### config.mk
export PLATFORM = sky130hd
export DESIGN_NAME = psw_flag_ctrl
export DESIGN_NICKNAME = d
export VERILOG_FILES = /design/src/rtl/psw_pkg.sv /design/src/rtl/psw_jk_encode.sv /design/src/rtl/psw_flag_ctrl.sv
export SDC_FILE = /design/constraint.sdc
export NUM_CORES = 1
export LEC_CHECK = 0
export ABC_AREA = 0
export BUFFER_PORTS_ARGS = -buffer_cell sky130_fd_sc_hd__buf_2
export CAP_MARGIN = 25
export CORE_ASPECT_RATIO = 2
export CORE_MARGIN = 5
export CORE_UTILIZATION = 46
export CTS_CLUSTER_DIAMETER = 120
export DETAILED_ROUTE_END_ITERATION = 6
export PLACE_DENSITY = 0.82
export SYNTH_ARGS = -nofsm -noshare
export SYNTH_HDL_FRONTEND = slang
export SYNTH_SLANG_ARGS = --single-unit
### constraint.sdc
create_clock -name clk -period 1.3 [get_ports clk]
set_input_delay 0.13 -clock clk [delete_from_list [all_inputs] [get_ports clk]]
set_output_delay 0.13 -clock clk [all_outputs]
set_load 0.02 [all_outputs]
### src/rtl/psw_pkg.sv
// Shared definitions for the PSW flag controller: op codes, flag positions,
// FSM state encoding and the ALU flag extraction helper.
package psw_pkg;

  localparam int DATA_W = 16;
  localparam int NFLAGS = 4;

  localparam int FLAG_C = 0;
  localparam int FLAG_V = 1;
  localparam int FLAG_Z = 2;
  localparam int FLAG_N = 3;

  typedef enum logic [1:0] {
    OP_FLAGS  = 2'b00,
    OP_SET    = 2'b01,
    OP_CLR    = 2'b10,
    OP_TOGGLE = 2'b11
  } psw_op_e;

  typedef enum logic [1:0] {
    ST_IDLE  = 2'b00,
    ST_DRIVE = 2'b01,
    ST_CHECK = 2'b10
  } psw_state_e;

  function automatic logic [NFLAGS-1:0] alu_flags(input logic [DATA_W-1:0] res,
                                                  input logic c,
                                                  input logic v);
    logic [NFLAGS-1:0] f;
    f         = '0;
    f[FLAG_C] = c;
    f[FLAG_V] = v;
    f[FLAG_Z] = (res == '0);
    f[FLAG_N] = res[DATA_W-1];
    return f;
  endfunction

endpackage

### src/rtl/psw_jk_encode.sv
// Combinational J/K mask generator for one PSW update request.
// J=K=1 on a bit only arises from TOGGLE.
module psw_jk_encode
  import psw_pkg::*;
(
  input  psw_op_e             op,
  input  logic [DATA_W-1:0]   alu_result,
  input  logic                alu_c,
  input  logic                alu_v,
  input  logic [NFLAGS-1:0]   flag_mask,
  input  logic [DATA_W-1:0]   bit_mask,
  output logic [DATA_W-1:0]   j,
  output logic [DATA_W-1:0]   k
);

  logic [NFLAGS-1:0] f;

  always_comb begin
    j = '0;
    k = '0;
    f = alu_flags(alu_result, alu_c, alu_v);
    case (op)
      OP_FLAGS: begin
        j[NFLAGS-1:0] = f & flag_mask;
        k[NFLAGS-1:0] = ~f & flag_mask;
      end
      OP_SET:    j = bit_mask;
      OP_CLR:    k = bit_mask;
      OP_TOGGLE: begin
        j = bit_mask;
        k = bit_mask;
      end
      default: ;
    endcase
  end

endmodule

### src/rtl/psw_flag_ctrl.sv
// PSW flag controller: captures a request, drives the JK bank for one cycle,
// then checks the PSW read-back against the expected value.
module psw_flag_ctrl
  import psw_pkg::*;
(
  input  logic              clk,
  input  logic              clr_n,
  input  logic              req_valid,
  output logic              req_ready,
  input  logic [1:0]        req_op,
  input  logic [DATA_W-1:0] alu_result,
  input  logic              alu_c,
  input  logic              alu_v,
  input  logic [NFLAGS-1:0] flag_mask,
  input  logic [DATA_W-1:0] bit_mask,
  input  logic [DATA_W-1:0] psw_q,
  output logic [DATA_W-1:0] psw_j,
  output logic [DATA_W-1:0] psw_k,
  output logic              done,
  output logic              err
);

  psw_state_e        state;
  psw_op_e           op_p1;
  logic [DATA_W-1:0] res_p1;
  logic              c_p1;
  logic              v_p1;
  logic [NFLAGS-1:0] fm_p1;
  logic [DATA_W-1:0] bm_p1;
  logic [DATA_W-1:0] exp_p2;
  logic [DATA_W-1:0] enc_j;
  logic [DATA_W-1:0] enc_k;
  logic [DATA_W-1:0] exp_next;

  psw_jk_encode u_enc (
    .op         (op_p1),
    .alu_result (res_p1),
    .alu_c      (c_p1),
    .alu_v      (v_p1),
    .flag_mask  (fm_p1),
    .bit_mask   (bm_p1),
    .j          (enc_j),
    .k          (enc_k)
  );

  // j|k is exactly the set of bits the op touches, and j carries their new value
  always_comb begin
    exp_next = (psw_q & ~(enc_j | enc_k)) | enc_j;
    if (op_p1 == OP_TOGGLE)
      exp_next = psw_q ^ enc_j;
  end

  // p1: request capture (IDLE -> DRIVE), p2: expected value (DRIVE -> CHECK)
  always_ff @(posedge clk or negedge clr_n) begin
    if (!clr_n) begin
      state  <= ST_IDLE;
      op_p1  <= OP_FLAGS;
      res_p1 <= '0;
      c_p1   <= 1'b0;
      v_p1   <= 1'b0;
      fm_p1  <= '0;
      bm_p1  <= '0;
      exp_p2 <= '0;
    end else begin
      case (state)
        ST_IDLE: begin
          if (req_valid) begin
            op_p1  <= psw_op_e'(req_op);
            res_p1 <= alu_result;
            c_p1   <= alu_c;
            v_p1   <= alu_v;
            fm_p1  <= flag_mask;
            bm_p1  <= bit_mask;
            state  <= ST_DRIVE;
          end
        end
        ST_DRIVE: begin
          exp_p2 <= exp_next;
          state  <= ST_CHECK;
        end
        ST_CHECK: state <= ST_IDLE;
        default:  state <= ST_IDLE;
      endcase
    end
  end

  assign req_ready = (state == ST_IDLE);
  assign psw_j     = (state == ST_DRIVE) ? enc_j : '0;
  assign psw_k     = (state == ST_DRIVE) ? enc_k : '0;
  assign done      = (state == ST_CHECK);
  assign err       = done && (psw_q != exp_p2);

endmodule

* Word level (Yosys, flattened, before mapping) *
Cells that the tools add are included.

operators by class
  equal/unequal tests = 7
  mux-type cells = 9
  bitwise operators = 8
  reductions and logical operators = 7

operator list
  cell                number
  $mux 16             3
  $or 16x16->16       2
  $mux 12             2
  $and 16x16->16      1
  $logic_not 16->1    1
  $ne 16x16->1        1
  $not 16->16         1
  $pmux 4 s2          2
  $xor 16x16->16      1
  $and 4x4->4         2
  $eq 2x2->1 const B  3
  $eq 2x1->1 const B  2
  $logic_not 2->1     2
  $not 4->4           1
  $pmux 2 s2          1
  $reduce_or 2->1     2
  $mux 2              1
  $ne 2x2->1 const B  1
  $reduce_and 2->1    1
  $logic_and 1x1->1   1

storage, ports and cells
  flip-flop bits (word level) = 58
  bits of input ports = 59
  output and inout port bits = 35
  word-level logic and storage cells = 39

* Longest topological paths before layout *
  depth after elaboration = 9
  depth in mapped cells = 6

* Modules after synthesis *
Synthesis repeated with hierarchy kept, for this count alone.

unflattened totals
  cell total of the unflattened synthesis = 319
  area total of the unflattened synthesis = 3352.0 um^2

modules (own cells, without submodules)
  module         times used  cells each  area an instance (um^2)
  psw_flag_ctrl  1           269         3017.9
  psw_jk_encode  1           50          334.1

* Worst setup path after synthesis *
OpenSTA, ideal clock, no wires.

  path type = register to register
  start = reg state[0]
  end = reg bm_p1[11]
  library setup time = 0.127 ns
  arrival = 1.478 ns
  data required time = 1.173 ns
  path slack = -0.305 ns
  cell stages (with the launch flop) = 6
  buffers on the path = 2
  clock period less this slack = 1.605 ns
  cell sequence = dfrtp_1 > nor2_1 > and2_1 > buf_6 > buf_6 > mux2_1

on the way
  longest elaborated chain between the ends = 2

ends and longest elaborated chain
  item                        line                 text
  start: declaration          psw_flag_ctrl.sv:23  psw_state_e state;
  start signal: assignment    psw_flag_ctrl.sv:56  state <= ST_IDLE;
  start signal: assignment    psw_flag_ctrl.sv:74  state <= ST_DRIVE;
  start signal: assignment    psw_flag_ctrl.sv:79  state <= ST_CHECK;
  $logic_not 2->1             n/a
  named net req_ready         psw_flag_ctrl.sv:9   output logic req_ready,
  $reduce_and 2->1 (no line)  n/a
  end signal: assignment      psw_flag_ctrl.sv:73  bm_p1 <= bit_mask;
  end: declaration            psw_flag_ctrl.sv:29  logic [DATA_W-1:0] bm_p1;

The timed path passes the listed nets, and every way through them passes these cells.
A chain may end at the register's enable or synchronous reset.

* Final worst setup path *
  start = reg res_p1[7]
  end = out psw_j[2]

on the way
  longest elaborated chain between the ends = 4

ends and longest elaborated chain
  item                      line                 text
  start: declaration        psw_flag_ctrl.sv:25  logic [DATA_W-1:0] res_p1;
  start signal: assignment  psw_flag_ctrl.sv:69  res_p1 <= alu_result;
  $logic_not 16->1          psw_pkg.sv:33        f[FLAG_Z] = (res == '0);
  $and 4x4->4               psw_jk_encode.sv:24  j[NFLAGS-1:0] = f & flag_mask;
  $pmux 4 s2                psw_jk_encode.sv:22  case (op)
  $mux 16                   psw_flag_ctrl.sv:88  assign psw_j = (state == ST_DRIVE) ? enc_j : '0;
  end: declaration          psw_flag_ctrl.sv:17  output logic [DATA_W-1:0] psw_j,

Every way passes these cells.

==> impl_metrics.json <==
{
  "port_buffers": 93,
  "h-tree-depth": 3,
  "io_pins": 94,
  "ys_top_cells_by_count": "dfrtp_1 (58), mux2_1 (29), and3_1 (24)",
  "overflow": 0,
  "violations": "negative setup slack",
  "yosys-top-cells-area": "dfrtp_1 (49%), mux2_1 (11%), and3_1 (5.1%)",
  "grt_usage_pct": 24.21,
  "synthMostInstantiatedCell": "dfrtp_1",
  "nNetsFinal": 464,
  "die_w_microns": 66.50,
  "root_buffer": "clkbuf_16",
  "grt_pass1_vias": 3043,
  "first_pass_iters": 4,
  "hold_start": "alu_c",
  "timing.slew.headroom_pct": 78.94,
  "worstSetupStartpointType": "register",
  "clk_path_buf_depth": 2,
  "end_kind": "output pin",
  "ys_ff_latch": 58,
  "async_flop_share_pct": 100.0,
  "clk_pin_slew_ns": 0.05,
  "syn_area_sq_um": 2937,
  "cts_sinks": 58,
  "antenna_found_initial": 1,
  "core.rowCount": 41,
  "syn_to_final_growth_pct": 67.96,
  "gp_congestion": 0.7650,
  "reg2reg_to": "res_p1[7]",
  "yosysUniqueCellTypes": 32,
  "drv_slew": 0,
  "yosysTopAreaCell": "dfrtp_1",
  "vias": 2961,
  "grt_max_degree": 59,
  "place_area_sq_um": 3657,
  "clk_latency_ns": 0.33,
  "met2_usage_pct": 43.25,
  "dp_hpwl_microns": 5727,
  "fin_skew_ns": 0.007748,
  "r2r-start": "state[0]",
  "critPathKind": "register to output pin",
  "setup_slack_ns": -0.6474,
  "syn_area_per_cell_sq_um": 10.88,
  "p_per_area_nw_per_um2": 1709,
  "status": "finished with violations",
  "vdd_ir_drop_max_v": 0.001275,
  "design_area_sq_um": 4932,
  "cts_tree": "done",
  "fmax_mhz": 513.5,
  "grt_use_met1_pct": 24.11,
  "layout_min_cycle_time_ns": 1.947,
  "cts_made_buffers": 9,
  "hold_viol": 0,
  "post-route-util_pct": 78.81,
  "core_area_sq_um": 6259,
  "ff2ff_path_depth": 6,
  "synth_seq_area_share_pct": 49.42,
  "setup_violations": 77,
  "rsz0062_at_grt": "yes",
  "start_util_pct": 46.92,
  "grt_pass1_wl_microns": 14620,
  "p_leak_uw": 0.002287,
  "rrSetupSlack_ns": -0.33,
  "required_ns": 1.17,
  "die-height_microns": 123.0,
  "drv_cap": 0,
  "via_per_inst": 5.958,
  "min_path_type": "input pin to register",
  "syn_inst": 270,
  "use_met3_pct": 5.273,
  "period_share_pct": 149.8,
  "synth_flop_cell": "dfrtp_1",
  "tns_ns": -18.71,
  "synth_top_area_share_pct": 49.42,
  "cp.arrival_ns": 1.82,
  "endpoint": "psw_j[2]",
  "worstMarginPinSlew_ns": 0.3137,
  "synth.net_count": 329,
  "hold_slack_ns": 0.005565,
  "drive_gt1_share_pct": 63.90,
  "routed_wl_microns": 11040,
  "die_area_sq_um": 8179,
  "path_max_fanout": 2,
  "synth_edf_count": 0,
  "antenna_left": 0,
  "crit_start": "res_p1[7]",
  "ys_warn_count": 0,
  "grt-busiest-layer": "met2",
  "drt_iter0_markers": 177,
  "wl_per_cell_microns": 22.22,
  "drc": 0
}
[worst min-delay path by stage]
stage	end	slack, ns	cells after the start
after global placement	res_p1[4]	0.15	2
after floorplan	bm_p1[0]	-0.17	0
after CTS	c_p1	0.007	3
final	c_p1	0.006	3
after global routing	op_p1[1]	0.01	3
after detailed placement	res_p1[5]	0.15	2
[metrics by stage]
step | total power [uW] | setup WS (ns) | cells
floorplan | 4022 | -0.1326 | 270
global placement | 4622 | -0.2331 | 455
detailed placement | 4745 | -0.2660 | 455
CTS | 7797 | -0.5176 | 489
global route | 8742 | -0.6805 | 497
finish | 8429 | -0.6474 | 497
[metal layers]
layer  up-vias  wire length, microns
li1       1272                     -
met5         -                     0
met4         0                   710
met1      1489                  3623
met2       149                  6135
met3        51                   575
[sequential cells by signal, indices dropped and copies added, names as in the netlist]
signal  cells
op_p1       2
c_p1        1
exp_p2     16
fm_p1       4
res_p1     16
v_p1        1
state       2
bm_p1      16
[worst max-delay path, cell delays in order (launching register included)]
cell and delay, ns:
dfrtp_1 0.42, nor4_2 0.34, nand2_1 0.15, o31a_1 0.34
nor2_2 0.13, buf_6 0.13
[cell families (layout without fill, tap and decap cells)]
| kind of cell | count (synthesis) | count (layout) | synth area share (%) |
|---|---|---|---|
| and+or+nand+nor | 70 | 70 | 12.36 |
| muxes | 35 | 35 | 13.42 |
| buffers and inverters | 24 | 164 | 4.303 |
| xor gates and xnor gates | 16 | 16 | 4.772 |
| AOI/OAI and AO/OA | 67 | 67 | 15.72 |
| DFF | 58 | 58 | 49.42 |
| other | 0 | 1 | 0 |
[layout by cell type (no fill, tap or decap), types with 2 or more instances in the layout]
cell type / synthesis / routed
a21oi_1: 17 / 11
a311oi_2: 0 / 2
nand2_2: 0 / 5
and3_4: 0 / 24
xor2_1: 8 / 8
nand4_1: 2 / 2
nor2_2: 0 / 8
o31a_1: 2 / 2
a311oi_1: 12 / 10
nor2_4: 0 / 3
or3_1: 2 / 2
o21ai_2: 0 / 4
nand2_1: 14 / 9
a31oi_1: 4 / 4
buf_12: 0 / 5
inv_1: 6 / 4
mux2_4: 0 / 35
clkbuf_8: 0 / 2
xnor2_1: 8 / 8
o21ai_1: 0 / 3
nor2_1: 15 / 4
buf_8: 0 / 4
nand3_1: 2 / 2
dfrtp_1: 58 / 55
clkbuf_16: 0 / 11
nor4_2: 0 / 3
buf_6: 4 / 46
a21oi_2: 0 / 6
a21o_1: 12 / 12
a32oi_2: 0 / 5
clkinv_2: 0 / 3
buf_4: 0 / 26
nor4_1: 6 / 2
buf_2: 5 / 58
dfrtp_2: 0 / 3
[power by group]
group	switching [uW]	internal, uW	leakage, uW
logic	1390	1670	0.00145
registers	613	2350	0.000687
clock network	825	1570	0.000151
[repair_timing]
action,4_1_cts,5_1_grt
endpoints found under the hold margin,58,0
endpoints found under the setup margin,72,81
gates resized for setup,136,77
cloned,5,2
pin swaps,11,13
hold buffers,1,0
buffers inserted,13,14
[layout make-up]
| type | count | area (sq um) |
|---|---|---|
| timing repair buffer | 142 | 1224 |
| antenna | 1 | 2.502 |
| fill | 370 | 1326 |
| tap | 86 | 107.6 |
| clock inverter | 5 | 52.55 |
| inverter | 6 | 27.53 |
| sequential | 58 | 1455 |
| clock buffer | 11 | 252.7 |
| multi-input combinational | 188 | 1810 |
(Power assumes the default switching activity.)
